--- src/rtl/fifo144_reader_if.sv ---
// FIFO read port plus 72-bit output stream of fifo144_reader.
// master is the reader; slave is the FIFO / downstream side.
interface fifo144_reader_if;
    logic         fifo_empty;
    logic         fifo_rden;
    logic [143:0] fifo_dout;
    logic [71:0]  out_data;
    logic         out_valid;
    logic         out_ready;
    logic         out_last;
    logic [3:0]   buf_level;

    modport master (
        input  fifo_empty, fifo_dout, out_ready,
        output fifo_rden, out_data, out_valid, out_last, buf_level
    );

    modport slave (
        output fifo_empty, fifo_dout, out_ready,
        input  fifo_rden, out_data, out_valid, out_last, buf_level
    );
endinterface

--- src/rtl/fifo144_reader.sv ---
// Drains a non-FWFT 144-bit FIFO into a small ring buffer and emits each
// word as two 72-bit beats (lower half first) on a valid/ready stream.
module fifo144_reader #(
    parameter int RD_LATENCY = 2,
    parameter int BUF_DEPTH  = 4
) (
    input  logic             clk,
    input  logic             rst,
    fifo144_reader_if.master bus
);
    localparam int         PTR_W   = $clog2(BUF_DEPTH);
    localparam logic [3:0] DEPTH_L = 4'(BUF_DEPTH);

    logic [RD_LATENCY-1:0] stage_q, stage_d;
    logic [PTR_W-1:0]      wr_ptr_q, wr_ptr_d;
    logic [PTR_W-1:0]      rd_ptr_q, rd_ptr_d;
    logic [3:0]            level_q, level_d;
    logic                  half_q, half_d;
    logic [143:0]          mem_q [BUF_DEPTH];

    logic [3:0]   inflight;
    logic         rden;
    logic         capture;
    logic         out_valid;
    logic         xfer;
    logic         pop;
    logic [143:0] head;

    always_comb begin
        inflight = '0;
        for (int k = 0; k < RD_LATENCY; k++) begin
            inflight = inflight + 4'(stage_q[k]);
        end
    end

    // Credit covers both buffered and in-flight words, so a capture always finds room.
    assign rden      = !rst && !bus.fifo_empty && ((level_q + inflight) < DEPTH_L);
    assign capture   = stage_q[RD_LATENCY-1];
    assign out_valid = (level_q != 4'd0);
    assign xfer      = out_valid && bus.out_ready;
    assign pop       = xfer && half_q;
    assign head      = mem_q[rd_ptr_q];

    // NOTE: every combinational output gets a default first so no latch is inferred.
    always_comb begin
        stage_d  = RD_LATENCY'({stage_q, rden});
        wr_ptr_d = wr_ptr_q;
        rd_ptr_d = rd_ptr_q;
        level_d  = level_q;
        half_d   = half_q;
        if (capture) begin
            wr_ptr_d = wr_ptr_q + PTR_W'(1);
        end
        if (pop) begin
            rd_ptr_d = rd_ptr_q + PTR_W'(1);
        end
        if (xfer) begin
            half_d = !half_q;
        end
        case ({capture, pop})
            2'b10:   level_d = level_q + 4'd1;
            2'b01:   level_d = level_q - 4'd1;
            default: level_d = level_q;
        endcase
    end

    // NOTE: state registers use non-blocking assignments so every flop samples pre-edge values.
    always_ff @(posedge clk or posedge rst) begin
        if (rst) begin
            stage_q  <= '0;
            wr_ptr_q <= '0;
            rd_ptr_q <= '0;
            level_q  <= '0;
            half_q   <= 1'b0;
        end else begin
            stage_q  <= stage_d;
            wr_ptr_q <= wr_ptr_d;
            rd_ptr_q <= rd_ptr_d;
            level_q  <= level_d;
            half_q   <= half_d;
        end
    end

    // NOTE: the entry RAM is not reset; buf_level gates every read of it.
    always_ff @(posedge clk) begin
        if (capture) begin
            mem_q[wr_ptr_q] <= bus.fifo_dout;
        end
    end

    always_comb begin
        bus.fifo_rden = rden;
        bus.out_valid = out_valid;
        bus.out_last  = out_valid && half_q;
        bus.buf_level = level_q;
        bus.out_data  = '0;
        if (out_valid) begin
            bus.out_data = half_q ? head[143:72] : head[71:0];
        end
    end

    // A capture into a full buffer would overwrite the unread head entry.
    assert property (@(posedge clk) disable iff (rst) !(capture && (level_q == DEPTH_L)));

endmodule
--- src/flat_wrapper.sv ---
// flat-port wrapper written by rule: the top's interface ports become plain ports
module fifo144_reader_flat 
#(
    parameter int RD_LATENCY = 2,
    parameter int BUF_DEPTH  = 4
)
  (clk, rst, bus_fifo_empty, bus_fifo_dout, bus_out_ready, bus_fifo_rden, bus_out_data, bus_out_valid, bus_out_last, bus_buf_level);
  fifo144_reader_if bus_i ();
  input  logic clk;
  input  logic rst;
  input wire logic [$bits(bus_i.fifo_empty)-1:0] bus_fifo_empty;
  input wire logic [$bits(bus_i.fifo_dout)-1:0] bus_fifo_dout;
  input wire logic [$bits(bus_i.out_ready)-1:0] bus_out_ready;
  output wire logic [$bits(bus_i.fifo_rden)-1:0] bus_fifo_rden;
  output wire logic [$bits(bus_i.out_data)-1:0] bus_out_data;
  output wire logic [$bits(bus_i.out_valid)-1:0] bus_out_valid;
  output wire logic [$bits(bus_i.out_last)-1:0] bus_out_last;
  output wire logic [$bits(bus_i.buf_level)-1:0] bus_buf_level;
  assign bus_i.fifo_empty = bus_fifo_empty;
  assign bus_i.fifo_dout = bus_fifo_dout;
  assign bus_i.out_ready = bus_out_ready;
  assign bus_fifo_rden = bus_i.fifo_rden;
  assign bus_out_data = bus_i.out_data;
  assign bus_out_valid = bus_i.out_valid;
  assign bus_out_last = bus_i.out_last;
  assign bus_buf_level = bus_i.buf_level;
  fifo144_reader #(.RD_LATENCY(RD_LATENCY), .BUF_DEPTH(BUF_DEPTH)) u_core (.clk(clk), .rst(rst), .bus(bus_i));
endmodule
--- config.mk ---
export PLATFORM = sky130hd
export DESIGN_NAME = fifo144_reader_flat
export DESIGN_NICKNAME = d
export VERILOG_FILES = /design/src/rtl/fifo144_reader_if.sv /design/src/rtl/fifo144_reader.sv /design/src/flat_wrapper.sv
export SDC_FILE = /design/constraint.sdc
export NUM_CORES = 1
export LEC_CHECK = 0
export ABC_AREA = 0
export BUFFER_PORTS_ARGS = -buffer_cell sky130_fd_sc_hd__buf_2
export CORE_MARGIN = 4
export CORE_UTILIZATION = 42
export CTS_BUF_LIST = sky130_fd_sc_hd__clkbuf_8
export DETAILED_ROUTE_END_ITERATION = 10
export GPL_TIMING_DRIVEN = 1
export MAX_ROUTING_LAYER = met4
export SLEW_MARGIN = 20
export SYNTH_ARGS = -nofsm -noshare
export SYNTH_HDL_FRONTEND = slang
export SYNTH_SLANG_ARGS = --single-unit
--- constraint.sdc ---
create_clock -name clk -period 5.5 [get_ports clk]
set_input_delay 0.55 -clock clk [delete_from_list [all_inputs] [get_ports clk]]
set_output_delay 0.55 -clock clk [all_outputs]
set_load 0.01 [all_outputs]
==> summary by stage, run 1 <==
Setup path
The critical path contains buffers and inverters numbering 2 combined. On the critical path the largest part of the delay comes from flip-flops. The type of element capturing the critical path is an output port. Along the worst path, the maximum fanout reaches 47. The worst reg2reg path endpoint is u_core.bus.buf_level[2]. The slowest stage of the critical path belongs to the cell sky130_fd_sc_hd__dfrtp_4. STA classifies the critical path startpoint as a register. The launching element of the worst setup path is u_core.rd_ptr_q[0]. The critical path goes through buf_12, mux4_2, a22o_1, buf_2. STA puts the critical path data arrival time at about 3.2 ns.

For the worst setup path, the data required time is about 5.0 ns. The critical path is of the reg -> out type. The startpoint of the most critical register-to-register path is u_core.bus.buf_level[1]. Across all register-to-register paths, the minimum setup slack is roughly 3 ns. The maximum single-stage delay on the critical path is ~1.1 ns. Measured in cells, the most critical reg-to-reg path has a length of 9.

CTS
The clock-pin slew on the worst setup and hold paths is approximately 0.06 ns. The root buffer cell chosen for the clock tree is sky130_fd_sc_hd__clkbuf_8. The number of buffers created by CTS is 96. The tree built by TritonCTS fans out to 587 sinks. The H-tree was split into 3 levels. For the worst-skew pair, the clock arrives at the later sink with an insertion delay of 0.68 ns.

No sink is reached through more buffers than the 3 on the longest clock path. TritonCTS built the clock tree.

Timing
The clock period minus final worst setup slack is 3.73 ns. Static timing analysis puts the maximum clock frequency at 0.268 GHz. The number of pins exceeding their max-slew limit in the final report came to 0.

Setup violations remaining at the end of the flow were counted as 0. The slew at the pin closest to its max-slew limit is 0.947 ns. The hold slack is 0.0911 ns. The final count of hold timing violations is 0.

In the finished design, the share of the clock period the worst path needs comes to 0.677. Setup repair after global routing left no endpoint under its margin. For the final database, setup skew stands at 0.0314 ns. The sum of negative setup slack is 0 ns. In this run the tightest slew margin relative to its limit is 0.368.

Power
VDD sags by at most about 260 uV. The power per cell area is 478 mW/mm^2. The internal power component is just under 0.009 W. The fraction of power spent switching nets is 0.298. The power spent charging and discharging nets is ~0.0037 W. Of the total power, registers draw 0.440. The leakage power figure is 8.79 nW. The share of total power in the clock network is 0.276.

The combinational group share of total power is 0.283.

Worst hold path
The cell count of the worst hold path is 1. For hold timing, the worst endpoint is u_core.mem_q[2][10]. The worst hold path belongs to the class in -> reg. The startpoint identified for the worst hold timing path is bus_fifo_dout[10].

Floorplanning
In this run the horizontal extent of the chip is 238 um. The I/O pin count is 227. The region available for standard cell placement spans just over 0.05 sq mm. The cell row count is 83. The die covers 0.0565 sq mm. The initial utilization of the core area, before any placement, comes to 0.428. The die span in y is 238 um.

Yosys
Ranked by total cell area, the synthesized netlist is headed by sky130_fd_sc_hd__edfxtp_1, sky130_fd_sc_hd__mux4_2, sky130_fd_sc_hd__a22o_1. Summed over all instances, the cell type with the most area after synthesis is sky130_fd_sc_hd__edfxtp_1. The commonest cells after synthesis are sky130_fd_sc_hd__edfxtp_1, sky130_fd_sc_hd__mux4_2, sky130_fd_sc_hd__a22o_1. Synthesis instantiated 27 different standard cells from the library. In this run, synthesis inferred 576 flip-flops with an integrated enable. The dominant register cell in the synthesized netlist is sky130_fd_sc_hd__edfxtp_1.

The share of the synthesized area in the top cell type is 0.781. Yosys instantiated no cell more often than sky130_fd_sc_hd__edfxtp_1. The total nets after synthesis is roughly 1100.

The count of yosys warnings during synthesis is 0. The average footprint of a synthesized cell is 24.6 sq um. The synthesized netlist occupies a cell area of 0.0221 sq mm. The fraction of synthesis flops using an asynchronous set or reset pin is 0.0187.

The number of synthesized register bits is 587. Of the synthesized area, sequential elements account for 0.793. Synthesis produced a netlist whose cell count is 902.

Detailed routing
The first detailed-routing pass ran for 4 iterations. In the routed design, unresolved DRC markers number 0. The detailed router finished its first iteration with 620 violations.

The antenna violation net count after detailed routing is 0. The routed layout has roughly 10000 vias. Using the TritonRoute via totals, the vias-per-cell ratio works out to 5.21. The total wirelength of the detailed-routed design is 44400 um. Dividing the detail-routed wire length by the instance count gives 22.5 um.

Global route
The global-route usage over all layers is 0.162. The first global-routing pass estimated 67500 um of wire. For this run, global-route usage on met3 was measured as 0.0497.

The number of global-route vias before repair is 11300. The largest net degree at the start of global routing is 75. The global-route met1 utilization is 0.203. The global route total overflow is 0. After global routing, the most crowded layer is met2. For this run, global-route usage on met2 was measured as 0.257. The initial antenna violation count is 15.

Outcome
The run finished with clean final reports.

Job
The tool flagged a number of max-cap violations equal to 0.

Placed design
The final weighted congestion of routability-driven global placement is approximately 0.7. The half-perimeter wire length after detailed placement is around 25000 um. Input and output buffers added on the ports amount to between 200 and 250.

Cells and area
After the last flow step, the layout net total stands at ~1400. The area growth from synthesis to layout is 16.7%. Of the cells placed in the final design, the portion with a size suffix greater than 1 is 0.401.
cell usage in the layout, fill, tap and decap left out, types with 5 or more instances in the layout:
master,n
sky130_fd_sc_hd__buf_4,9
sky130_fd_sc_hd__inv_1,45
sky130_fd_sc_hd__ha_1,9
sky130_fd_sc_hd__clkbuf_8,101
sky130_fd_sc_hd__edfxtp_1,576
sky130_fd_sc_hd__buf_12,7
sky130_fd_sc_hd__mux4_2,144
sky130_fd_sc_hd__xor2_1,5
sky130_fd_sc_hd__buf_2,226
sky130_fd_sc_hd__clkinv_1,21
sky130_fd_sc_hd__and2_4,5
sky130_fd_sc_hd__clkinv_2,5
sky130_fd_sc_hd__a22o_1,72
sky130_fd_sc_hd__diode_2,17
sky130_fd_sc_hd__dfrtp_1,9
how the worst max path moves through the flow:
stage	end	slack, ns	depth (start not counted)
global route	bus_out_data[26]	1.48	4
CTS	bus_out_data[51]	1.59	4
detailed placement	bus_out_data[51]	2.37	4
global placement	bus_out_data[20]	2.38	4
floorplan	u_core.mem_q[0][0]	1.06	3
finish	bus_out_data[25]	1.77	4
power by group through the flow:
| stage | combinational [W] | clock, W | sequential, W |
|---|---|---|---|
| floorplan | 0.00265 | 0 | 0.00535 |
| global placement | 0.00358 | 0 | 0.00554 |
| detailed placement | 0.00358 | 0 | 0.00555 |
| CTS | 0.00360 | 0.00354 | 0.00546 |
| global route | 0.00377 | 0.00377 | 0.00548 |
| finish | 0.00350 | 0.00341 | 0.00544 |
cells by family after synthesis:
kind of cell / Yosys count / share of synthesized area
and+or+nand+nor: 18 / 0.00463
adders and majority gates: 9 / 0.00508
muxes: 145 / 0.147
buffers and inverters: 54 / 0.0159
xor gates and xnor gates: 9 / 0.00356
DFF: 587 / 0.793
AOI/OAI and AO/OA: 80 / 0.0305
worst register-to-register path, delay by kind of cell (launching register included):
family	cells	cell delay [ns]
AO/OA/AOI/OAI	1	0.15
XOR/XNOR	3	0.43
adder cells (fa/ha/maj)	2	0.43
flip-flops	1	0.49
AND/OR/NAND/NOR	3	0.92
layer usage:
layer	vias to the layer above	share of wire	routed length [um]
li1	4548	-	-
met1	5422	0.42	18600
met2	239	0.50	22300
met3	54	0.064	2830
met4	0	0.015	660
met5	-	0	0
stage by stage:
| step | instances | cell area, sq um | utilization | power (W) | worst slack (ns) |
|---|---|---|---|---|---|
| 6_report | 1970 | 25800 | 0.500 | 0.0124 | 1.77 |
| 5_1_grt | 1968 | 25800 | 0.500 | 0.0130 | 1.48 |
| 4_1_cts | 1953 | 25800 | 0.499 | 0.0126 | 1.59 |
| 3_5_place_dp | 1775 | 24000 | 0.465 | 0.00913 | 2.37 |
| 3_3_place_gp | 1775 | 24000 | 0.465 | 0.00912 | 2.38 |
| 2_1_floorplan | 902 | 22100 | - | 0.00801 | 1.06 |
state kept, by name (all words and copies together), names as in the netlist:
| name | count |
|---|---|
| u_core.wr_ptr_q | 2 |
| u_core.rd_ptr_q | 2 |
| u_core.stage_q | 2 |
| u_core.mem_q | 576 |
| u_core.bus.buf_level | 4 |
| u_core.half_q | 1 |
repair_timing:
action | in CTS | in global routing
hold endpoints to repair | 14 | 0
resized for setup | 0 | 0
setup buffers | 0 | 0
hold buffers | 3 | 0
area by class of cell:
cell class,count,area (sq um)
Inverter,5,18.8
Antenna cell,17,42.5
Fill cell,4146,25900
Multi-Input combinational cell,261,4240
Timing Repair Buffer,245,1370
Sequential cell,587,17600
Clock buffer,101,1390
Clock inverter,74,358
Tap cell,680,851
(Power assumes the default switching activity.)
==> run 2: changes to the inputs <==
==> constraint.sdc (replaced) <==
create_clock -name clk -period 3.4 [get_ports clk]
set_input_delay 0.34 -clock clk [delete_from_list [all_inputs] [get_ports clk]]
set_output_delay 0.34 -clock clk [all_outputs]
set_load 0.01 [all_outputs]
==> summary by stage, run 2 (synthesis results as in run 1) <==
Job
The count of max-cap constraint violations came to 0 (unchanged).

Timing
The clock period could shrink to 3.18 ns. Derived from the worst setup path, the maximum achievable clock frequency is 0.314 GHz. The slew at the pin closest to its max-slew limit is 0.792 ns (-0.155 ns). The worst slew margin relative to its limit came to 0.472 (+0.103). The largest clock skew in the final design came to 0.0167 ns (-0.0147 ns). Of the available clock period, the critical path in the final layout requires 0.936.

The worst setup slack after layout came to 0.217 ns (-1.56 ns). The number of pins exceeding their max-slew limit in the final report is 0 (unchanged). The sum of negative setup slack was 0 ns (unchanged). The final count of hold timing violations came to 0 (unchanged).

Setup repair after global routing left no endpoint under its margin. The total setup violations reported at the end of the flow is 0 (unchanged).

Placed design
The half-perimeter wire length after detailed placement is 26700 um (+5.7%). The pre-CTS setup slack was 0.822 ns (-1.55 ns). The placed cell area is 0.0243 sq mm (+1.1%). The final weighted congestion of routability-driven global placement is 0.708 (+1.5%). The number of port buffers is 226 (unchanged).

CTS
The cell at the root of the clock tree is sky130_fd_sc_hd__clkbuf_8. The clock-pin slew on the worst setup and hold paths is 0.06 ns (about the same). The clock sink total was 587 (unchanged). The number of levels the H-tree was split into is 3 (unchanged). The clock latency at the later pin of the worst-skew pair came to 0.66 ns (-0.02 ns). The number of buffers created by CTS came to 95 (-1.0%). The count of instances resized after the clock tree is built was 0 (unchanged). The number of setup buffers added after CTS is 0 (unchanged). The number of buffers on the longest clock path is 3 (unchanged).

TritonCTS built the clock tree.

Cells and area
The flip-flop count of the largest register after layout is 576 (unchanged). The number of nets in the layout is 1514 (+12%). In the layout the commonest cells are sky130_fd_sc_hd__edfxtp_1, sky130_fd_sc_hd__buf_2, sky130_fd_sc_hd__dlygate4sd3_1. The post-route cell area is 0.0276 sq mm (+6.6%). The core occupancy in the finished layout is 0.533 (+0.0331). From synthesis to final layout, the design area changed by 24.5%. The share of post-route cells with drive strength above 1 was 0.376 (-0.0242). u_core.mem_q holds more flip-flops than any other register.

The most frequent standard cell in the layout excluding fill and tap cells is sky130_fd_sc_hd__edfxtp_1.

Detailed routing
The antenna violation net count after detailed routing came to 0 (unchanged). The total wirelength of the detailed-routed design was 46800 um (+5.5%). The first-pass iteration count of the detailed router is 5 (+1). The via density per instance came to 5.19 (-0.43%). The violation count after the first detailed-routing iteration is 773 (+25%). The wire length per cell is 22.1 um (-1.9%). The residual DRC count is 0 (unchanged). The number of vias in the routed layout came to 11000 (+7.1%).

Setup path
The setup path with the least slack is of type reg -> out. The data arrival time of the critical path is 2.84 ns (-0.34 ns). The startpoint type of the worst setup path is a register. The worst setup path is captured at an output port. The required time at the worst-slack endpoint is 3.06 ns (-1.89 ns). The largest fanout on the critical path was 31 (-34%).

Global route
The global route total overflow came to 0 (unchanged). The largest net degree at the start of global routing was 61 (-19%). The initial antenna violation count is 6 (-9). The global-route usage over all layers is 0.172 (+0.0102). The number of global-route vias before repair came to 12200 (+8.2%).

The wire length of the first global-routing pass is 72100 um (+6.8%).

Floorplanning
The I/O pin count is 227 (unchanged). The total core area was 0.0517 sq mm (unchanged). The effective utilization at floorplan is 0.428 (unchanged). The cell row count was 83 (unchanged). The die span in y was 238 um (unchanged). The die area is 0.0565 sq mm (unchanged).

The width of the die was 238 um (unchanged).

Power
The power per cell area was 747 mW/mm^2 (+56%). The worst IR drop on VDD is 404 uV (+56%). The final total power is 0.0206 W (+67%). The leakage power figure is 9.49 nW (+7.9%).

Outcome
The run finished with clean final reports.

Worst hold path
The class of the tightest hold or removal check is in -> async.
[run 2: metrics by stage]
step           hold slack (ns)  instances
2_1_floorplan            0.192        902
3_3_place_gp             0.365       1792
3_5_place_dp             0.369       1793
4_1_cts                  0.170       2112
5_1_grt                  0.254       2118
6_report                 0.246       2118
[run 2: cell type report]
type / count / area [sq um]
Clock buffer: 97 / 1340
Antenna cell: 6 / 15.0
Fill cell: 4098 / 24200
Multi-Input combinational cell: 261 / 4240
Tap cell: 680 / 851
Sequential cell: 587 / 17600
Timing Repair Buffer: 407 / 3070
Inverter: 5 / 18.8
Clock inverter: 75 / 457
[run 2: timing repair]
item,4_1_cts,5_1_grt
endpoints found under the hold margin,589,0
hold buffers,147,0
setup endpoints to repair,0,0
[run 2: worst max-delay path: stages, from the launching register on]
cell                      delay (ns)
sky130_fd_sc_hd__dfrtp_4        0.87
sky130_fd_sc_hd__buf_12         0.36
sky130_fd_sc_hd__mux4_2         0.54
sky130_fd_sc_hd__a22o_1         0.27
sky130_fd_sc_hd__buf_2          0.15
[run 2: worst paths after layout]
check,cells past startpoint,slack (ns),start,to
setup / recovery,4,0.22,u_core.rd_ptr_q[0],bus_out_data[19]
hold / removal,3,0.25,rst,u_core.bus.buf_level[0]
setup reg to reg,9,0.81,u_core.bus.buf_level[0],u_core.bus.buf_level[2]
hold reg to reg,0,0.39,u_core.stage_q[0],u_core.stage_q[1]
max in group asynchronous,3,2.82,rst,u_core.rd_ptr_q[0]
min in group clk,0,0.39,u_core.stage_q[0],u_core.stage_q[1]
[run 2: metal layers]
metal	vias to the layer above	track usage	part of all wire
li1	4861	-	-
met1	5734	0.219	0.42
met2	315	0.279	0.50
met3	77	0.0407	0.060
met4	0	0.0527	0.019
met5	-	-	0
[run 2: power breakdown]
part | internal (W) | switching (W) | total [W]
Combinational | 0.00311 | 0.00303 | 0.00613
Sequential | 0.00836 | 0.000379 | 0.00874
Clock | 0.00304 | 0.00268 | 0.00572
==> run 3: changes to the inputs <==
==> constraint.sdc (replaced) <==
create_clock -name clk -period 4 [get_ports clk]
set_input_delay 0.4 -clock clk [delete_from_list [all_inputs] [get_ports clk]]
set_output_delay 0.4 -clock clk [all_outputs]
set_load 0.01 [all_outputs]
==> summary by stage, run 3 (synthesis results as in run 1) <==
Placed design
The half-perimeter wire length after detailed placement is 26600 um (-0.18%). The number of port buffers is 226 (unchanged). The final weighted congestion of routability-driven global placement is 0.705 (-0.41%).

The pre-CTS setup slack came to 1.26 ns (+0.442 ns).

Cells and area
The share of post-route cells with drive strength above 1 is 0.369 (-0.00732). The footprint of the flip-flops and latches is 0.0176 sq mm (unchanged). The flip-flop count of the largest register after layout is 576 (unchanged). The most frequent standard cell in the layout excluding fill and tap cells is sky130_fd_sc_hd__edfxtp_1. The area growth from synthesis to final layout is 23.6%. The layout filler cell count is 4081 (-0.41%). In the layout the commonest cells are sky130_fd_sc_hd__edfxtp_1, sky130_fd_sc_hd__buf_2, sky130_fd_sc_hd__dlygate4sd3_1. More flip-flops sit in one register than any other, and that register is u_core.mem_q.

The area of the multi-input gates is 0.00424 sq mm (unchanged). The number of nets in the layout is 1514 (unchanged). The core occupancy in the finished layout is 0.530 (-0.00343).

Power
The power per cell area is 626 mW/mm^2 (-16%). The worst IR drop on VDD is 483 uV (+20%). The leakage power figure was 9.45 nW (-0.39%).

Global route
The global route total overflow was 0 (unchanged). The wire length of the first global-routing pass is 70500 um (-2.2%). The largest net degree at the start of global routing is 80 (+31%). The number of global-route vias before repair is 12200 (+0.074%). The global-route usage over all layers is 0.168 (-0.00389).

The initial antenna violation count was 4 (-2).

CTS
The cell at the root of the clock tree is sky130_fd_sc_hd__clkbuf_8. The number of buffers on the longest clock path is 3 (unchanged). The count of instances resized after the clock tree is built is 0 (unchanged). The clock-pin slew on the worst setup and hold paths is 0.06 ns (about the same).

The number of levels the H-tree was split into came to 3 (unchanged). The number of buffers created by CTS is 95 (unchanged). The number of setup buffers added after CTS was 0 (unchanged). The clock latency at the later pin of the worst-skew pair came to 0.67 ns (about the same). TritonCTS built the clock tree. The clock sink total is 587 (unchanged).

Job
The count of max-cap constraint violations was 0 (unchanged).

Outcome
The flow ran to the end, and the final reports show no timing, DRC or antenna violations.

Timing
The largest clock skew in the final design is 0.0225 ns (+0.00585 ns). Static timing analysis puts the maximum clock frequency at 0.298 GHz. The slew at the pin closest to its max-slew limit is 1.02 ns (+0.223 ns).

The sum of negative setup slack is 0 ns (unchanged). Setup repair after global routing left no endpoint under its margin. The worst setup slack after layout came to 0.649 ns (+0.433 ns). The routed design could run at a clock period as short as 3.35 ns. The total setup violations reported at the end of the flow was 0 (unchanged). The number of pins exceeding their max-slew limit in the final report is 0 (unchanged). The hold slack is 0.299 ns (+0.0530 ns). Dividing the final minimum period by the clock period gives 0.838. The final count of hold timing violations is 0 (unchanged). The worst slew margin relative to its limit is 0.323 (-0.149).

Detailed routing
The via density per instance was 5.17 (-0.37%). The total wirelength of the detailed-routed design is 45900 um (-1.9%). The residual DRC count came to 0 (unchanged).

The first-pass iteration count of the detailed router came to 5 (unchanged). The number of vias in the routed layout was 11000 (-0.27%). The wire length per cell is 21.6 um (-2.0%). The antenna violation net count after detailed routing is 0 (unchanged). The violation count after the first detailed-routing iteration came to 609 (-21%).

Setup path
The depth of the worst register-to-register path is 9 (unchanged). The category of the critical setup timing path is reg -> out. The required time at the worst-slack endpoint is 3.60 ns (+0.54 ns). The startpoint type of the worst setup path is a register. STA classifies the critical path endpoint as an output port. The largest fanout on the critical path came to 27 (-13%). The data arrival time of the critical path is 2.95 ns (+0.11 ns).

Floorplanning
The die span in y came to 238 um (unchanged). The width of the die is 238 um (unchanged). The cell row count is 83 (unchanged). The die area was 0.0565 sq mm (unchanged). The effective utilization at floorplan is 0.428 (unchanged). The total core area is 0.0517 sq mm (unchanged). The I/O pin count is 227 (unchanged).

Worst hold path
The class of the tightest hold or removal check is in -> async.
-- run 3: cell types whose count changed in the layout (fill, tap and decap cells not counted) --
cell and change:
sky130_fd_sc_hd__clkinv_1 +7, sky130_fd_sc_hd__bufinv_16 -4, sky130_fd_sc_hd__clkinv_2 -5, sky130_fd_sc_hd__inv_1 +6, sky130_fd_sc_hd__diode_2 -2, sky130_fd_sc_hd__clkinvlp_4 -3
sky130_fd_sc_hd__buf_4 +7, sky130_fd_sc_hd__buf_12 -7, sky130_fd_sc_hd__inv_8 +3
-- run 3: critical path, cell delays in order, from the launching register on --
cell	delay (ns)
sky130_fd_sc_hd__dfrtp_4	0.80
sky130_fd_sc_hd__buf_4	0.48
sky130_fd_sc_hd__mux4_2	0.56
sky130_fd_sc_hd__a22o_1	0.29
sky130_fd_sc_hd__buf_2	0.15
-- run 3: path summary, 6_finish.rpt --
kind,endpoint,slack (ns),start
max,bus_out_data[68],0.65,u_core.rd_ptr_q[0]
min,u_core.bus.buf_level[3],0.30,rst
max reg2reg,u_core.bus.buf_level[2],1.46,u_core.bus.buf_level[1]
min reg2reg,u_core.stage_q[1],0.39,u_core.stage_q[0]
max in group asynchronous,u_core.rd_ptr_q[1],3.37,rst
min in group clk,u_core.stage_q[1],0.39,u_core.stage_q[0]
-- run 3: routing by layer --
metal / wire length (um) / part of all wire / vias to the layer above / GRT usage
met5: 0 / 0 / - / -
met4: 856 / 0.019 / 0 / 0.0453
met3: 2200 / 0.048 / 76 / 0.0397
met2: 23700 / 0.52 / 289 / 0.279
met1: 19100 / 0.42 / 5742 / 0.211
li1: - / - / 4850 / -
-- run 3: repair_timing --
item | 4_1_cts | 5_1_grt
hold buffers | 147 | 0
endpoints found under the setup margin | 0 | 0
endpoints found under the hold margin | 589 | 0
-- run 3: power breakdown --
| part | internal (W) | switching [W] | total, W |
|---|---|---|---|
| logic | 0.00257 | 0.00255 | 0.00512 |
| registers | 0.00711 | 0.000307 | 0.00741 |
| clock network | 0.00233 | 0.00227 | 0.00460 |
| total | 0.0120 | 0.00513 | 0.0171 |
-- run 3: stage by stage --
stage | cell area (sq um) | instances | power (W)
finish | 27400 | 2120 | 0.0171
global route | 27400 | 2120 | 0.0180
CTS | 27400 | 2116 | 0.0174
detailed placement | 24200 | 1793 | 0.0127
global placement | 24200 | 1792 | 0.0126
floorplan | 22200 | 902 | 0.0110
-- run 3: cell type report --
cell class / count / share of cell area
Multi-Input combinational cell: 261 / 0.155
Antenna cell: 4 / 0.000366
Clock inverter: 79 / 0.0136
Tap cell: 680 / 0.0311
Clock buffer: 97 / 0.0488
Sequential cell: 587 / 0.642
Timing Repair Buffer: 407 / 0.109
Inverter: 5 / 0.000685
